### src/rtl/fifo_uart_transmitter.sv
// Pops one byte per frame from a fifo and serialises it onto an RS232 TX line.
// Start bit, DATA_WIDTH data bits LSB first, optional parity, then STOP_BITS stop bits.
module fifo_uart_transmitter #(
  parameter int CLK_FREQ   = 50000000,
  parameter int BAUD_RATE  = 115200,
  parameter int DATA_WIDTH = 8,
  parameter int PARITY     = 0,
  parameter int STOP_BITS  = 1,
  parameter int POP_HOLD   = 3
) (
  input  logic                  clk,
  input  logic                  clear,
  input  logic                  enable,
  input  logic                  fifo_popped_last,
  input  logic [DATA_WIDTH-1:0] fifo_data,
  output logic                  fifo_pop,
  output logic                  tx,
  output logic                  busy,
  output logic                  byte_sent
);
  localparam int BIT_TICKS = CLK_FREQ / BAUD_RATE;
  localparam int BW        = $clog2(DATA_WIDTH + STOP_BITS + 1);
  localparam logic [31:0]   LAST_TICK = 32'(BIT_TICKS - 1);
  localparam logic [31:0]   POP_LAST  = 32'(POP_HOLD - 1);
  localparam logic [BW-1:0] LAST_BIT  = BW'(DATA_WIDTH - 1);
  localparam logic [BW-1:0] LAST_STOP = BW'(STOP_BITS - 1);

  typedef enum logic [2:0] {
    S_IDLE, S_POP_REQ, S_POP_WAIT, S_LATCH, S_START, S_DATA, S_PARITY, S_STOP
  } state_t;

  state_t                  state_q, state_d;
  logic [31:0]             tick_q, tick_d;
  logic [BW-1:0]           bit_q, bit_d;
  logic [DATA_WIDTH-1:0]   shift_q, shift_d;
  logic                    par_q, par_d;
  logic                    tx_q, tx_d;
  logic                    tick_end;

  always_ff @(posedge clk) begin
    if (clear) begin
      state_q <= S_IDLE;
      tick_q  <= '0;
      bit_q   <= '0;
      shift_q <= '0;
      par_q   <= 1'b0;
      tx_q    <= 1'b1;
    end else begin
      state_q <= state_d;
      tick_q  <= tick_d;
      bit_q   <= bit_d;
      shift_q <= shift_d;
      par_q   <= par_d;
      tx_q    <= tx_d;
    end
  end

  always_comb begin
    state_d  = state_q;
    tick_d   = tick_q;
    bit_d    = bit_q;
    shift_d  = shift_q;
    par_d    = par_q;
    tick_end = (tick_q == LAST_TICK);
    case (state_q)
      S_IDLE: begin
        tick_d = '0;
        bit_d  = '0;
        if (enable && !fifo_popped_last) state_d = S_POP_REQ;
      end
      S_POP_REQ: begin
        if (tick_q == POP_LAST) begin
          tick_d  = '0;
          state_d = S_POP_WAIT;
        end else tick_d = tick_q + 32'd1;
      end
      // two quiet cycles so the fifo can settle out_data and popped_last
      S_POP_WAIT: begin
        if (tick_q == 32'd1) begin
          tick_d  = '0;
          state_d = S_LATCH;
        end else tick_d = tick_q + 32'd1;
      end
      S_LATCH: begin
        shift_d = fifo_data;
        par_d   = (^fifo_data) ^ (PARITY == 1);
        tick_d  = '0;
        bit_d   = '0;
        state_d = S_START;
      end
      S_START: begin
        if (tick_end) begin
          tick_d  = '0;
          state_d = S_DATA;
        end else tick_d = tick_q + 32'd1;
      end
      S_DATA: begin
        if (tick_end) begin
          tick_d  = '0;
          shift_d = shift_q >> 1;
          if (bit_q == LAST_BIT) begin
            bit_d   = '0;
            state_d = (PARITY != 0) ? S_PARITY : S_STOP;
          end else bit_d = bit_q + 1'b1;
        end else tick_d = tick_q + 32'd1;
      end
      S_PARITY: begin
        if (tick_end) begin
          tick_d  = '0;
          bit_d   = '0;
          state_d = S_STOP;
        end else tick_d = tick_q + 32'd1;
      end
      S_STOP: begin
        if (tick_end) begin
          tick_d = '0;
          if (bit_q == LAST_STOP) begin
            bit_d   = '0;
            state_d = S_IDLE;
          end else bit_d = bit_q + 1'b1;
        end else tick_d = tick_q + 32'd1;
      end
      default: state_d = S_IDLE;
    endcase

    // tx is registered from the next state so the line bit lines up with the state
    tx_d = 1'b1;
    case (state_d)
      S_START:  tx_d = 1'b0;
      S_DATA:   tx_d = shift_d[0];
      S_PARITY: tx_d = par_d;
      default:  tx_d = 1'b1;
    endcase
  end

  assign tx        = tx_q;
  assign fifo_pop  = (state_q == S_POP_REQ);
  assign busy      = (state_q != S_IDLE);
  assign byte_sent = (state_q == S_STOP) && tick_end && (bit_q == LAST_STOP);

endmodule

### config.mk
export PLATFORM = sky130hd
export DESIGN_NAME = fifo_uart_transmitter
export DESIGN_NICKNAME = d
export VERILOG_FILES = /design/src/rtl/fifo_uart_transmitter.sv
export SDC_FILE = /design/constraint.sdc
export NUM_CORES = 1
export LEC_CHECK = 0
export ABC_AREA = 1
export CORE_UTILIZATION = 46
export CTS_CLUSTER_SIZE = 24
export DETAILED_ROUTE_END_ITERATION = 8
export GPL_ROUTABILITY_DRIVEN = 0
export GPL_TIMING_DRIVEN = 0
export SLEW_MARGIN = 20
export SYNTH_ARGS = -nofsm -noshare
export SYNTH_HDL_FRONTEND = slang
export SYNTH_SLANG_ARGS = --single-unit
### constraint.sdc
create_clock -name clk -period 2 [get_ports clk]
set_input_delay 0.2 -clock clk [delete_from_list [all_inputs] [get_ports clk]]
set_output_delay 0.2 -clock clk [all_outputs]
set_load 0.1 [all_outputs]
==> out/metrics.cfg <==
[outcome]
outcome = complete, no violations

[clock_network]
clock_latency_ps = 300
cts_tree = built
cts.clk_slew.worst_paths_ps = 90
htree_levels = 2
cts_sinks = 49
ctsRootBufferMaster = clkbuf_8
numCtsBuffers = 5
cts_buffer_depth = 2

[final_layout]
final_core_util = 0.558
n_antenna_cell = 0
nNetsFinal = 543
final_common_cell = nand2_1
drive_gt1_frac = 0.150
mostFrequentLayoutCells = nand2_1, nor2_1, inv_1
synthToLayoutAreaGrowth_pct = 15.1
fillCellCount = 653
final_cells = 603

[min_path]
hold_end = state_q[2]$_SDFF_PP0_
hold_depth = 2
hold_start = clear
hp-class = in -> reg

[place]
placed_cells = 593
hpwl_um = 6040
portBuffers = 14

[yosys]
synth_cell_types = 35
syn_area_per_cell_um2 = 6.28
ys_seq_area_frac = 0.311
ys_ff_latch = 49
yosysWarnings = 0
syn_area_mm2 = 0.00315
syn_nets = 519
synthCells = 502

[drt]
wirelength_um = 7840
vias = 3113
avgRoutedWirePerCell_um = 13.0
ant_nets = 0
drc = 0
dr.first_iter.drc_count = 151
viasPerCell = 5.16
first_pass_iters = 5

[sta]
hold_violations = 0
worst_pin_slew_ps = 986
period_share = 0.976
drv_slew = 0
holdWs_ps = 344
clock_skew_ps = 7.61
slew_headroom = 0.340
fin_setup_tns_ps = 0
setup_viol = 0
max_freq_mhz = 512
fin_crit_ps = 1950
rsz0062_at_grt = yes

[global_routing]
grtUsageMet3 = 0.0305
grt_pass1_vias = 2830
grt_pass1_wl_um = 13300
busiest_layer = met2
grt_use_met1 = 0.349
antenna_found_initial = 0
grt.total_usage = 0.233
grt_use_met2 = 0.352
grt-ovfl-total = 0
grt_max_degree = 15

[power_and_ir_drop]
p_leak_nw = 1.49
irDropWorstVdd_uv = 278
p_per_area_mw_per_mm2 = 497

[critical_path]
r2r_slack_ps = 150
path_cells = clkdlybuf4s50_1
cp_max_fo = 1
critPathCaptureType = output port
criticalPathCategory = reg -> out
cp_data_required_time_ps = 1800
cp_slowest_cell = clkdlybuf4s50_1
rr_worst_depth = 12
startpoint_type = register
r2r-end = tick_q[26]$_SDFF_PP0_
cp_top_family = buffers and inverters
r2r-start = tick_q[0]$_SDFF_PP0_
path_buf_inv = 1
slowest_delay_ps = 1130
arrival_ps = 1750

[floorplan]
die_x_um = 84.8
fp.dieArea_mm2 = 0.00718
die_h_um = 84.8
io_pins = 16
row_count = 29
start_util = 0.485
core_area_mm2 = 0.00649

[run]
maxCapViolations = 0

[sequential cells by signal (all words and copies together), names as in the netlist]
name	flops
state_q	3
bit_q	4
tx	1
tick_q	32
shift_q	8
par_q	1
[what timing repair did]
item	CTS	global route
buffers inserted	0	3
gates resized for setup	19	24
hold buffers	0	0
hold endpoints to repair	0	0
endpoints found under the setup margin	17	30
pin swaps	0	5
[layer usage]
layer / wire (um) / up-vias
met5: 0 / -
met4: 70 / 0
met3: 232 / 4
met2: 3360 / 39
met1: 4170 / 1430
li1: - / 1640
[cells in the mapped netlist, drive strengths merged]
master | count | share of area
nand2 | 142 | 0.18
nor2 | 96 | 0.13
inv | 74 | 0.088
dfxtp | 49 | 0.31
nand3 | 35 | 0.057
nor3 | 19 | 0.043
a21oi | 15 | 0.024
nand4 | 10 | 0.020
xor2 | 10 | 0.028
xnor2 | 9 | 0.025
o21ai | 8 | 0.013
a31oi | 5 | 0.0099
ha | 5 | 0.020
nor4 | 5 | 0.012
nor3b | 4 | 0.0095
buf | 3 | 0.0064
o311ai | 3 | 0.0083
a211oi | 2 | 0.0048
and3 | 2 | 0.0040
clkbuf | 2 | 0.0024
o211ai | 2 | 0.0064
a31o | 1 | 0.0028
o22ai | 1 | 0.0020
[area by class of cell]
class                           count  area, um2  share of cell area
Sequential cell                    49       1000               0.276
Timing Repair Buffer               17        188              0.0518
Tap cell                           77       96.3              0.0266
Clock buffer                        6       93.8              0.0259
Inverter                           74        280              0.0773
Clock inverter                      1       5.00             0.00138
Multi-Input combinational cell    374       1920               0.531
Buffer                              5       37.5              0.0104
[kinds of logic (layout without fill, tap and decap cells)]
logic type,count (synthesis),in the layout,synth area share
DFF,49,49,0.311
adders and majority gates,5,5,0.0199
xor gates and xnor gates,19,19,0.0528
AOI/OAI and AO/OA,37,37,0.0707
and+or+nand+nor,313,313,0.448
buffers and inverters,79,103,0.0969
[metrics by stage]
| stage | power, W | instance area [um2] | setup slack [ps] |
|---|---|---|---|
| 5_1_grt | 0.00188 | 3630 | -45.1 |
| 3_3_place_gp | 0.00117 | 3410 | -746 |
| 2_1_floorplan | 0.00111 | 3180 | 14.7 |
| 3_5_place_dp | 0.00117 | 3410 | -759 |
| 4_1_cts | 0.00182 | 3530 | 6.79 |
| 6_report | 0.00180 | 3630 | 48.5 |
[power by group]
| group | total, W | internal, W | switching [W] |
|---|---|---|---|
| sequential | 0.000982 | 0.000977 | 0.00000534 |
| clock | 0.000653 | 0.000314 | 0.000338 |
| combinational | 0.000168 | 0.0000611 | 0.000107 |
| total | 0.00180 | 0.00135 | 0.000451 |
[worst reg2reg max path: stages (launching register included)]
cell     delay [ps]
dfxtp_4         380
ha_2            200
nand3_1         120
nor2_2          180
nand2_2          90
nor2_4          140
nand3_2         110
nor2_4          140
nand2_2         110
nor3_4          130
nand2_1          60
nand2_1          50
nor2_1           40
[worst max path at each step]
stage | start | to | slack [ps] | cells past startpoint
floorplan | state_q[0]$_SDFF_PP0_ | tick_q[0]$_SDFF_PP0_ | 10 | 7
global placement | tick_q[0]$_SDFF_PP0_ | byte_sent | -750 | 8
detailed placement | tick_q[0]$_SDFF_PP0_ | byte_sent | -760 | 8
CTS | tick_q[7]$_SDFF_PP0_ | byte_sent | 7 | 9
global route | tick_q[24]$_SDFF_PP0_ | byte_sent | -50 | 8
finish | tx$_SDFF_PP1_ | tx | 50 | 1
Power figures use the tool's default switching activity.
==> RTL edit 1, RTL diff (same settings) <==
The parameter `DATA_WIDTH` goes from 8 to 16.
--- a/src/rtl/fifo_uart_transmitter.sv
+++ b/src/rtl/fifo_uart_transmitter.sv
@@ -3,7 +3,7 @@
 module fifo_uart_transmitter #(
   parameter int CLK_FREQ   = 50000000,
   parameter int BAUD_RATE  = 115200,
-  parameter int DATA_WIDTH = 8,
+  parameter int DATA_WIDTH = 16,
   parameter int PARITY     = 0,
   parameter int STOP_BITS  = 1,
   parameter int POP_HOLD   = 3
Ports: changed (resized fifo_data); port bits go from 16 to 24. No check against the original RTL was run, so the function may have changed too.
==> RTL edit 1 against the original RTL <==
Sequential share of layout area is 1.2 points lower. Maximum frequency is 0.36% lower. Clock skew is 2.3 ps higher. Via count is 21% higher. Routed wire length is 13% higher. Total power is 47% higher. Area after synthesis is 20% higher. Worst setup slack worse by 7.1 ps. Sequential cell count is 9 higher. Final area is 24% higher. Largest cell class unchanged.
==> RTL edit 1: results (changes against the original RTL) <==
Non-clk bufs=41 (+86%); multi-input logic area=2255 um^2 (+17%); Max-slew headroom=36.06% (+2.0 points); inverters=91 (+23%); FILL cells=795 (+22%); critical-path maximum fanout=5 (+4); NonClk Buf Share=8.160% (+1.9 points); largest net degree at the start of global routing=12 (-3); CP endpoint=byte_sent; skew final=9.957 ps (+2.343 ps); status=complete, no violations; WL met1=4224 um (+1.3%); Layout Nets=684 (+26%); H-tree depth=3 (+1); sequential cell area share=26.37% (-1.2 points); Clk pin slew, worst setup/hold paths=70 ps (-20 ps); vias per cell=4.911 (-4.9%); first-pass GRT wire length=15190 um (+14%); fraction of layout instances using a drive strength above 1=16.47% (+1.4 points); WL met3=276 um (+19%); library cells used by synthesis=39 (+11%); CP max-delay cell=dfxtp_4; CP max stage delay=370 ps (-760 ps); overflow left after global routing=0 (unchanged); top_reg_cell synth=dfxtp_1; #MultiIn Comb=456 (+22%); biggest regs=tick_q x32, shift_q x16, bit_q x5; Worst R2R Path Depth=10 (-2); crit path from=tick_q[1]; Synth top area share=30.79% (-0.35 points); Clk Latency, worst-skew pair=340 ps (+40 ps); sequential-to-total area share from yosys stat=30.79% (-0.35 points); drt total wl=8826 um (+13%); drt first-iter violations=155 (+2.6%); Clock Network Area Fraction=5.024% (+2.3 points); # clk buffers=10 (+4); peak supply drop=338.9 uV (+22%); Synthesized Nets=643 (+24%); Final HPWL DP=6703 um (+11%); First-pass DRT Iterations=5 (unchanged); met2 routed wirelength=4128 um (+23%); port bufs=22 (+8); Hold Crit Class=in -> reg; largest cells by area after synthesis=dfxtp_1 31%, nand2_1 20%, nor2_1 8.9%; vias in the first global route=3396 (+20%)
## RTL edit 1: worst min path at each step
| stage | from | endpoint | slack, ps |
|---|---|---|---|
| 4_1_cts | clear | shift_q[4] | 260 |
| 3_5_place_dp | shift_q[15] | shift_q[15] | 460 |
| 5_1_grt | clear | shift_q[3] | 290 |
| 2_1_floorplan | fifo_data[15] | shift_q[15] | 350 |
| 6_report | clear | shift_q[4] | 270 |
| 3_3_place_gp | shift_q[15] | shift_q[15] | 460 |
## RTL edit 1: kinds of logic (layout without fill, tap and decap cells)
| family | count (synthesis) | in the layout | share of synthesized area (%) |
|---|---|---|---|
| AND/OR/NAND/NOR | 389 | 389 | 45.75 |
| buffers and inverters | 102 | 148 | 11.05 |
| flip-flops | 58 | 58 | 30.79 |
| AO/OA/AOI/OAI | 53 | 53 | 8.461 |
| adder cells (fa/ha/maj) | 7 | 7 | 2.322 |
| XOR/XNOR | 7 | 7 | 1.626 |
## RTL edit 1: metrics by stage
step / instance area, um^2 / cells / worst slack (ps)
floorplan: 3782 / 616 / 21.00
global placement: 4130 / 740 / -700.9
detailed placement: 4130 / 740 / -709.6
CTS: 4384 / 756 / -6.247
global route: 4508 / 764 / -90.73
finish: 4508 / 764 / 41.41
## RTL edit 1: metal layers
metal	up-vias	track usage [%]
li1	2023	-
met1	1656	27.08
met2	59	37.72
met3	14	5.501
met4	0	7.682
met5	-	0
## RTL edit 1: repair_timing
action                                  in CTS  in global routing
setup buffers                                0                  8
pin swaps                                    1                  7
resized for setup                           22                 32
endpoints found under the setup margin       3                  4
## RTL edit 1: power by group
group | internal [mW] | switching [mW]
sequential | 1.15 | 0.00375
combinational | 0.0887 | 0.147
clock | 0.737 | 0.514
==> RTL edit 2, RTL diff (same flow settings) <==
Without the edit above. Re-encode `state_t` (8 states) as Gray code, 3 bits wide.
--- a/src/rtl/fifo_uart_transmitter.sv
+++ b/src/rtl/fifo_uart_transmitter.sv
@@ -26,7 +26,7 @@
   localparam logic [BW-1:0] LAST_STOP = BW'(STOP_BITS - 1);
 
   typedef enum logic [2:0] {
-    S_IDLE, S_POP_REQ, S_POP_WAIT, S_LATCH, S_START, S_DATA, S_PARITY, S_STOP
+    S_IDLE = 3'b000, S_POP_REQ = 3'b001, S_POP_WAIT = 3'b011, S_LATCH = 3'b010, S_START = 3'b110, S_DATA = 3'b111, S_PARITY = 3'b101, S_STOP = 3'b100
   } state_t;
 
   state_t                  state_q, state_d;
Check against the original RTL: same outputs for any inputs over 10 cycles, from zero or initial values; not proved beyond that.
==> RTL edit 2 against the original RTL <==
Hold slack gained 130 ps. Synthesized cell count shrank 2.6%. Routed wire length is 4.1% lower. Worst setup slack improved by 16 ps. Final area increased by 0.31%. Sequential cell count unchanged. Total power is 4.5% lower. Area after synthesis is 0.12% lower. Global-route usage shrank 1.1 points. Critical path depth unchanged. Critical path type unchanged. Largest power group unchanged. Highest routed layer unchanged.
==> RTL edit 2: results (changes against the original RTL) <==
status=complete, no violations; peak supply drop=296.6 uV (+6.6%); skew final=5.755 ps (-1.859 ps); first-pass GRT wire length=12740 um (-4.1%); drt total wl=7514 um (-4.1%); H-tree depth=2 (unchanged); sequential-to-total area share from yosys stat=31.17% (+0.037 points); Synthesized Nets=506 (-2.5%); largest net degree at the start of global routing=15 (unchanged); GRT Total Usage=22.23% (-1.1 points); fraction of layout instances using a drive strength above 1=17.79% (+2.8 points); Top delay family on crit path=buffers and inverters; Synth top area share=31.17% (+0.037 points); vias in the first global route=2713 (-4.1%); Hold Crit Class=reg -> reg; port bufs=15 (+1); drt first-iter violations=191 (+26%); Async SR Flop Fraction=0% (unchanged); leak pwr=1.399 nW (-6.1%); Final HPWL DP=5934 um (-1.7%); vias per cell=4.912 (-4.8%); library cells used by synthesis=33 (-5.7%); Layout Nets=533 (-1.8%); Synth top cells by count=130 x nand2_1, 99 x nor2_1, 55 x inv_1; worst slew pin tran=963.1 ps (-23.18 ps); First-pass DRT Iterations=4 (-1); largest cells by area after synthesis=dfxtp_1 31%, nand2_1 16%, nor2_1 12%
==> RTL edit 2: changes by cell type after synthesis, sizes merged, moves of 3 or more <==
cell / change
nor3: +6
inv: -10
nand3: -15
a21oi: -7
a31oi: +3
nand4: -3
xor2: +10
xnor2: -4
nor2: +16
o311ai: -3
==> RTL edit 2: kinds of logic (layout without fill, tap and decap cells) <==
| family | Yosys count | count (layout) | share of synthesized area [%] |
|---|---|---|---|
| and+or+nand+nor | 316 | 316 | 46.32 |
| buffers and inverters | 71 | 99 | 9.383 |
| DFF | 49 | 49 | 31.17 |
| xor gates and xnor gates | 25 | 25 | 6.958 |
| AOI/OAI and AO/OA | 23 | 23 | 4.175 |
| adders and majority gates | 5 | 5 | 1.988 |
==> RTL edit 2: path summary, 6_finish.rpt <==
check	slack (ps)	startpoint	end	cells past startpoint
setup / recovery	60	tx	tx	1
hold / removal	470	shift_q[7]	shift_q[7]	2
setup reg to reg	140	tick_q[1]	tick_q[26]	9
hold reg to reg	470	shift_q[7]	shift_q[7]	2
==> RTL edit 2: final cells by class <==
type	count	area (um^2)
fill	643	2821
multi-input combinational	369	1959
buffer	6	56.30
timing repair buffer	20	191.4
tap	77	96.34
inverter	65	247.7
sequential	49	1003
clock buffer	6	72.57
clock inverter	2	10.01
==> RTL edit 2: power breakdown <==
| part | switching, mW | total (mW) | internal [mW] | leakage, nW |
|---|---|---|---|---|
| combinational | 0.104 | 0.167 | 0.0626 | 0.954 |
| sequential | 0.00462 | 0.976 | 0.972 | 0.400 |
| clock | 0.335 | 0.579 | 0.244 | 0.0450 |
| total | 0.444 | 1.72 | 1.28 | 1.40 |
==> RTL edit 2: through the flow <==
stage               instances  area, um^2  worst slack (ps)  utilization [%]  hold WS [ps]
global route              594        3637            -32.50            56.32         483.1
global placement          581        3430            -559.4            53.10         452.6
finish                    594        3637             64.88            56.32         470.9
CTS                       589        3518             13.19            54.47         466.9
floorplan                 489        3183            -121.9                -         269.4
detailed placement        581        3430            -567.1            53.10         452.3
==> RTL edit 2: layer usage <==
layer | routed length (um) | GRT usage [%]
met4 | 100 | 5.855
met5 | 0 | 0
met3 | 402 | 3.540
met2 | 3108 | 32.15
met1 | 3903 | 33.87
==> RTL edit 2: what timing repair did <==
| action | 4_1_cts | 5_1_grt |
|---|---|---|
| gates cloned | 0 | 0 |
| pin swaps | 0 | 7 |
| endpoints found under the setup margin | 3 | 1 |
| hold buffers | 0 | 0 |
| buffers inserted | 0 | 5 |
| resized for setup | 15 | 26 |
==> RTL edit 2: tightest hold or removal path, stage by stage, from the launching register on <==
cell and delay [ps]:
dfxtp_1 320, nand2_1 60, a21oi_1 50
